==> config.mk <==
export PLATFORM = sky130hd
export DESIGN_NAME = int_priority_ctrl_flat
export DESIGN_NICKNAME = d
export VERILOG_FILES = /design/src/rtl/int_ctrl_pkg.sv /design/src/rtl/int_priority_ctrl_if.sv /design/src/rtl/int_prio_enc.sv /design/src/rtl/int_priority_ctrl.sv /design/src/flat_wrapper.sv
export SDC_FILE = /design/constraint.sdc
export NUM_CORES = 1
export LEC_CHECK = 0
export CAP_MARGIN = 0
export CELL_PAD_IN_SITES_DETAIL_PLACEMENT = 1
export CELL_PAD_IN_SITES_GLOBAL_PLACEMENT = 2
export CORE_MARGIN = 1
export CORE_UTILIZATION = 23
export DETAILED_ROUTE_END_ITERATION = 6
export PLACE_DENSITY = 0.89
export REMOVE_ABC_BUFFERS = 1
export SETUP_SLACK_MARGIN = 0.4
export SLEW_MARGIN = 20
export SYNTH_ARGS = -nofsm -noshare
export SYNTH_HDL_FRONTEND = slang
export SYNTH_SLANG_ARGS = --single-unit
==> constraint.sdc <==
create_clock -name clk -period 1.8 [get_ports clk]
set_input_delay 0.36 -clock clk [delete_from_list [all_inputs] [get_ports clk]]
set_output_delay 0.36 -clock clk [all_outputs]
set_load 0.005 [all_outputs]
==> src/rtl/int_ctrl_pkg.sv <==
// int_ctrl_pkg: register map and FSM encoding shared by the interrupt controller
package int_ctrl_pkg;
   localparam int ADDR_PEND   = 0;
   localparam int ADDR_MASK   = 1;
   localparam int ADDR_STATUS = 2;
   localparam int ADDR_EOI    = 3;
   typedef enum logic [1:0] {IDLE, REQ, SERVICE} state_t;
endpackage

==> src/rtl/int_priority_ctrl_if.sv <==
// int_priority_ctrl_if: CPU I/O bus and interrupt handshake of the interrupt controller
interface int_priority_ctrl_if #(
   parameter int ADDR_W = 4,
   parameter int DATA_W = 32,
   parameter int VEC_W  = 4
);
   logic              IO_CS_;
   logic              IO_RD_;
   logic              IO_WR_;
   logic [ADDR_W-1:0] io_addr;
   logic [DATA_W-1:0] io_din;
   logic [DATA_W-1:0] io_dout;
   logic              interrupt;
   logic              int_ack;
   logic [VEC_W-1:0]  int_vector;
   logic              in_service;
   modport master (
      output IO_CS_, IO_RD_, IO_WR_, io_addr, io_din, int_ack,
      input  io_dout, interrupt, int_vector, in_service
   );
   modport slave (
      input  IO_CS_, IO_RD_, IO_WR_, io_addr, io_din, int_ack,
      output io_dout, interrupt, int_vector, in_service
   );
endinterface

==> src/rtl/int_prio_enc.sv <==
// int_prio_enc: lowest-index-first priority encoder
module int_prio_enc #(
   parameter int NUM_SRC = 8,
   parameter int VEC_W   = 4
) (
   input  logic [NUM_SRC-1:0] req,
   output logic               valid,
   output logic [VEC_W-1:0]   idx
);
   assign valid = |req;
   // scan downwards so the lowest set index is the last one written
   always_comb begin
      idx = '0;
      for (int i = NUM_SRC - 1; i >= 0; i--)
         if (req[i]) idx = VEC_W'(i);
   end
endmodule

==> src/rtl/int_priority_ctrl.sv <==
// int_priority_ctrl: fixed-priority interrupt controller; INTC_SYNC_EN adds a 2-flop irq synchronizer
module int_priority_ctrl
   import int_ctrl_pkg::*;
#(
   parameter int NUM_SRC = 8,
   parameter int ADDR_W  = 4,
   parameter int DATA_W  = 32,
   parameter int VEC_W   = 4
) (
   input logic                clk,
   input logic                reset,
   input logic [NUM_SRC-1:0]  irq_in,
   int_priority_ctrl_if.slave bus
);
   logic [NUM_SRC-1:0] irq_s, irq_q, rise, pend, mask, req, w1c, ack_clr;
   logic [VEC_W-1:0]   act_id, vec, low;
   logic               any, wr, rd, ack, eoi;
   state_t             state, state_nx;
`ifdef INTC_SYNC_EN
   logic [NUM_SRC-1:0] sync1, sync2;
   // two-flop synchronizer for asynchronous request lines
   always_ff @(posedge clk or negedge reset)
      if (!reset) {sync2, sync1} <= '0;
      else        {sync2, sync1} <= {sync1, irq_in};
   assign irq_s = sync2;
`else
   assign irq_s = irq_in;
`endif
   assign rise    = irq_s & ~irq_q;
   assign wr      = !bus.IO_CS_ && !bus.IO_WR_;
   assign rd      = !bus.IO_CS_ && !bus.IO_RD_;
   assign eoi     = wr && bus.io_addr == ADDR_W'(ADDR_EOI);
   assign ack     = state == REQ && bus.int_ack;
   assign w1c     = wr && bus.io_addr == ADDR_W'(ADDR_PEND) ? bus.io_din[NUM_SRC-1:0] : '0;
   assign ack_clr = ack ? NUM_SRC'(1) << act_id : '0;
   assign req     = pend & mask;
   int_prio_enc #(.NUM_SRC(NUM_SRC), .VEC_W(VEC_W)) u_enc (.req(req), .valid(any), .idx(low));
   // next state and handshake outputs; nesting is not supported so SERVICE only leaves on EOI
   always_comb begin
      state_nx = state == IDLE ? (any ? REQ : IDLE)
               : state == REQ  ? (bus.int_ack ? SERVICE : REQ)
               : (eoi ? IDLE : SERVICE);
      bus.interrupt  = state == REQ;
      bus.in_service = state == SERVICE;
      bus.int_vector = vec;
   end
   // state, request capture and register file; new edges win over any clear
   always_ff @(posedge clk or negedge reset)
      if (!reset) begin
         state  <= IDLE;
         act_id <= '0;
         vec    <= '0;
         irq_q  <= '0;
         pend   <= '0;
         mask   <= '0;
      end else begin
         state <= state_nx;
         irq_q <= irq_s;
         pend  <= (pend & ~w1c & ~ack_clr) | rise;
         if (state == IDLE && any) act_id <= low;
         if (ack) vec <= act_id;
         if (wr && bus.io_addr == ADDR_W'(ADDR_MASK)) mask <= bus.io_din[NUM_SRC-1:0];
      end
   // combinational read port; reflects pre-write state when RD and WR overlap
   always_comb begin
      bus.io_dout = !rd ? '0
                  : bus.io_addr == ADDR_W'(ADDR_PEND)   ? DATA_W'(pend)
                  : bus.io_addr == ADDR_W'(ADDR_MASK)   ? DATA_W'(mask)
                  : bus.io_addr == ADDR_W'(ADDR_STATUS) ? DATA_W'({bus.in_service, vec})
                  : '0;
   end
endmodule

==> src/flat_wrapper.sv <==
// flat-port wrapper written by rule: the top's interface ports become plain ports
module int_priority_ctrl_flat import int_ctrl_pkg::*;
#(
   parameter int NUM_SRC = 8,
   parameter int ADDR_W  = 4,
   parameter int DATA_W  = 32,
   parameter int VEC_W   = 4
)
  (clk, reset, irq_in, bus_IO_CS_, bus_IO_RD_, bus_IO_WR_, bus_io_addr, bus_io_din, bus_int_ack, bus_io_dout, bus_interrupt, bus_int_vector, bus_in_service);
  int_priority_ctrl_if #(.ADDR_W(ADDR_W), .DATA_W(DATA_W), .VEC_W(VEC_W)) bus_i ();
  input logic clk;
  input logic reset;
  input logic [NUM_SRC-1:0] irq_in;
  input wire logic [$bits(bus_i.IO_CS_)-1:0] bus_IO_CS_;
  input wire logic [$bits(bus_i.IO_RD_)-1:0] bus_IO_RD_;
  input wire logic [$bits(bus_i.IO_WR_)-1:0] bus_IO_WR_;
  input wire logic [$bits(bus_i.io_addr)-1:0] bus_io_addr;
  input wire logic [$bits(bus_i.io_din)-1:0] bus_io_din;
  input wire logic [$bits(bus_i.int_ack)-1:0] bus_int_ack;
  output wire logic [$bits(bus_i.io_dout)-1:0] bus_io_dout;
  output wire logic [$bits(bus_i.interrupt)-1:0] bus_interrupt;
  output wire logic [$bits(bus_i.int_vector)-1:0] bus_int_vector;
  output wire logic [$bits(bus_i.in_service)-1:0] bus_in_service;
  assign bus_i.IO_CS_ = bus_IO_CS_;
  assign bus_i.IO_RD_ = bus_IO_RD_;
  assign bus_i.IO_WR_ = bus_IO_WR_;
  assign bus_i.io_addr = bus_io_addr;
  assign bus_i.io_din = bus_io_din;
  assign bus_i.int_ack = bus_int_ack;
  assign bus_io_dout = bus_i.io_dout;
  assign bus_interrupt = bus_i.interrupt;
  assign bus_int_vector = bus_i.int_vector;
  assign bus_in_service = bus_i.in_service;
  int_priority_ctrl #(.NUM_SRC(NUM_SRC), .ADDR_W(ADDR_W), .DATA_W(DATA_W), .VEC_W(VEC_W)) u_core (.clk(clk), .reset(reset), .irq_in(irq_in), .bus(bus_i));
endmodule
==> impl_metrics.csv <==
group,metric,value,unit
yosys,ys_async_sr_fraction,100,%
cts,cts_tree,"built",
finish,seqCellArea,801,sq um
detailed_routing,maxUsedRoutingLayer,"met4",
setup_path,crit_path_max_fanout,2,
yosys,synth.avg_cell_area,10.7,sq um
setup_path,worstSetupPathType,"in2out",
min_path,min_path_type,"in2async",
global_routing,grt_overflow_total,0,
global_routing,first_global_vias,1518,
die,core,7290,sq um
cts,clock_sinks,32,
die,io_pins,88,
timing,rsz0062_at_grt,"true",
global_routing,grtUsageTotal,13.6,%
setup_path,critPathArrivalTime,1.55,ns
detailed_routing,dr.pass1.iters,4,
placement,port_buffers,38,
power_and_ir_drop,total_leakage_power,0.00124,uW
finish,final_cell_area,2610,sq um
yosys,yosysSeqAreaShare,45.7,%
setup_path,crit_required,1.44,ns
die,die_h,89.3,um
setup_path,worstSetupEndpointType,"output pin",
timing,min_period,1.91,ns
placement,place_area,2260,sq um
cts,h-tree-depth,2,
cts,cts_root_buffer,"clkbuf_8",
yosys,synth_edf_count,0,
cts,cts_buffers,5,
setup_path,worst_r2r_endpoint,"u_core.pend[3]",
timing,worst_slack,-0.114,ns
setup_path,crit_end,"bus_io_dout[6]",
finish,layout-drive-gt1-share,38.5,%
timing,finalClockSkew,0.00884,ns
finish,layout_commonest_cell,"dfrtp_1",
power_and_ir_drop,worst_ir_drop_vdd,0.381,mV
global_routing,grt_pass1_wl,7820,um
detailed_routing,remaining_drc_errors,0,
detailed_routing,wl_met1,2100,um
run_status,status,"complete, but fails checks",
die,dieArea,7970,sq um
flow_run,max_cap_viol_count,0,
timing,period_share,106,%
die,core.rowCount,31,
power_and_ir_drop,cellPowerDensity,1060,nW/um^2
timing,hold_viol_final,0,
placement,gp_congestion,0.754,
yosys,syn_inst,164,
yosys,synthFlopType,"dfrtp_1",
setup_path,rr_worst_depth,8,
setup_path,setup.worst_path.start_class,"input pin",
timing,setup_viol,7,
yosys,synth-seq-cells,32,
yosys,ys.warnings.count,0,
die,die_w,89.3,um
detailed_routing,vias,1446,
cts,clock_latency,0.28,ns
detailed_routing,met3_length,232,um
finish,fin_nets,283,
setup_path,reg2reg_from,"u_core.state[1]",
yosys,syn_area,1750,sq um
finish,area_growth,49.2,%
setup_path,crit_start,"bus_IO_RD_",
global_routing,antenna_found_initial,0,
detailed_routing,route.met2.wl,2790,um
finish,filler_cell_count,840,
run_status,violations,"negative setup slack",
placement,post-place-ws,-0.918,ns
placement,hpwl,3650,um
cts,ctsHoldBuffers,0,
cts,cts.clk_slew.worst_paths,0.07,ns
detailed_routing,ant_nets,0,
cts,ctsLongestPathBuffers,2,
detailed_routing,routedWlPerCell,15.6,um
timing,fmax,522,MHz
detailed_routing,totalWireLength,5200,um
finish,multi_input_area,940,sq um
detailed_routing,drtIter0Drc,66,
global_routing,grt_max_degree,33,
detailed_routing,viasPerCell,4.34,
yosys,yosys.cell_types.count,37,
finish,layout_common_cells,"dfrtp_1 (32), conb_1 (25), buf_6 (20), clkdlybuf4s50_1 (18), buf_4 (11)",
timing,final-max-slew-violation-count,0,
die,start_util,24.0,%
setup_path,reg2reg_slack,0.17,ns
finish,num_antenna_cells,0,
-- state kept, by name, indices dropped and copies added (netlist names) --
| name | count |
|---|---|
| u_core.bus.int_vector | 3 |
| u_core.irq_q | 8 |
| u_core.mask | 8 |
| u_core.act_id | 3 |
| u_core.pend | 8 |
| u_core.state | 2 |
-- cell type report --
cell class,count,share of cell area (%)
Multi-Input combinational cell,119,36.0
Sequential cell,32,30.6
Timing Repair Buffer,66,23.9
Tap cell,99,4.74
Clock buffer,8,3.45
Inverter,9,1.29
-- stage by stage --
stage	power, uW	util (%)	cells	setup TNS, ns	hold slack, ns
after floorplan	1390	-	160	0	0.0644
after global placement	1750	30.9	311	-9.75	0.512
after detailed placement	1800	30.9	311	-10.38	0.535
after CTS	2520	34.0	325	-0.641	0.486
after global routing	2940	35.8	333	-0.691	0.517
final	2770	35.8	333	-0.467	0.487
-- how the worst min path moves through the flow --
stage / to / slack (ns) / depth (start not counted)
2_1_floorplan: u_core.act_id[0] / 0.06 / 0
3_3_place_gp: u_core.bus.int_vector[2] / 0.51 / 1
3_5_place_dp: u_core.bus.int_vector[2] / 0.53 / 1
4_1_cts: u_core.state[1] / 0.49 / 4
5_1_grt: u_core.state[1] / 0.52 / 4
6_report: u_core.pend[0] / 0.49 / 2
-- cells by family (layout without fill, tap and decap cells) --
| family | count (synthesis) | in the layout | share of synthesized area, % |
|---|---|---|---|
| muxes | 18 | 18 | 12.7 |
| other | 1 | 25 | 0.214 |
| buffers and inverters | 37 | 83 | 13.8 |
| DFF | 32 | 32 | 45.7 |
| AOI/OAI and AO/OA | 37 | 37 | 15.6 |
| and+or+nand+nor | 39 | 39 | 12.0 |
-- metal layers --
metal | GRT usage (%) | vias up
li1 | - | 668
met1 | 15.6 | 726
met2 | 25.2 | 45
met3 | 2.95 | 7
met4 | 3.90 | 0
met5 | 0 | -
-- report_power, final --
| group | switching (uW) | leakage, uW | internal (uW) |
|---|---|---|---|
| combinational | 488 | 0.000830 | 667 |
| sequential | 188 | 0.000365 | 867 |
| clock | 253 | 0.0000455 | 312 |
-- timing repair --
action	4_1_cts	5_1_grt
setup buffers	6	8
pin swaps	13	14
resized for setup	88	26
setup endpoints to repair	31	30
-- Yosys cell counts (all sizes together), types with 2 or more instances --
cell	count	share of area, %
dfrtp	32	46
inv	9	1.9
nor2	15	3.2
mux2	10	8.1
nand2	9	1.9
buf	27	12
mux2i	8	4.6
a32oi	2	1.0
a22o	8	4.0
a22oi	10	4.3
nor2b	4	1.4
or4	2	1.1
a21oi	7	2.0
o21ai	2	0.57
-- critical path, stage by stage --
cell and delay [ns]:
buf_6 0.09, or4_4 0.52, or2_4 0.26, buf_6 0.13
nor2_1 0.07, buf_2 0.11
Note: power is estimated with default switching activity, not from simulation.
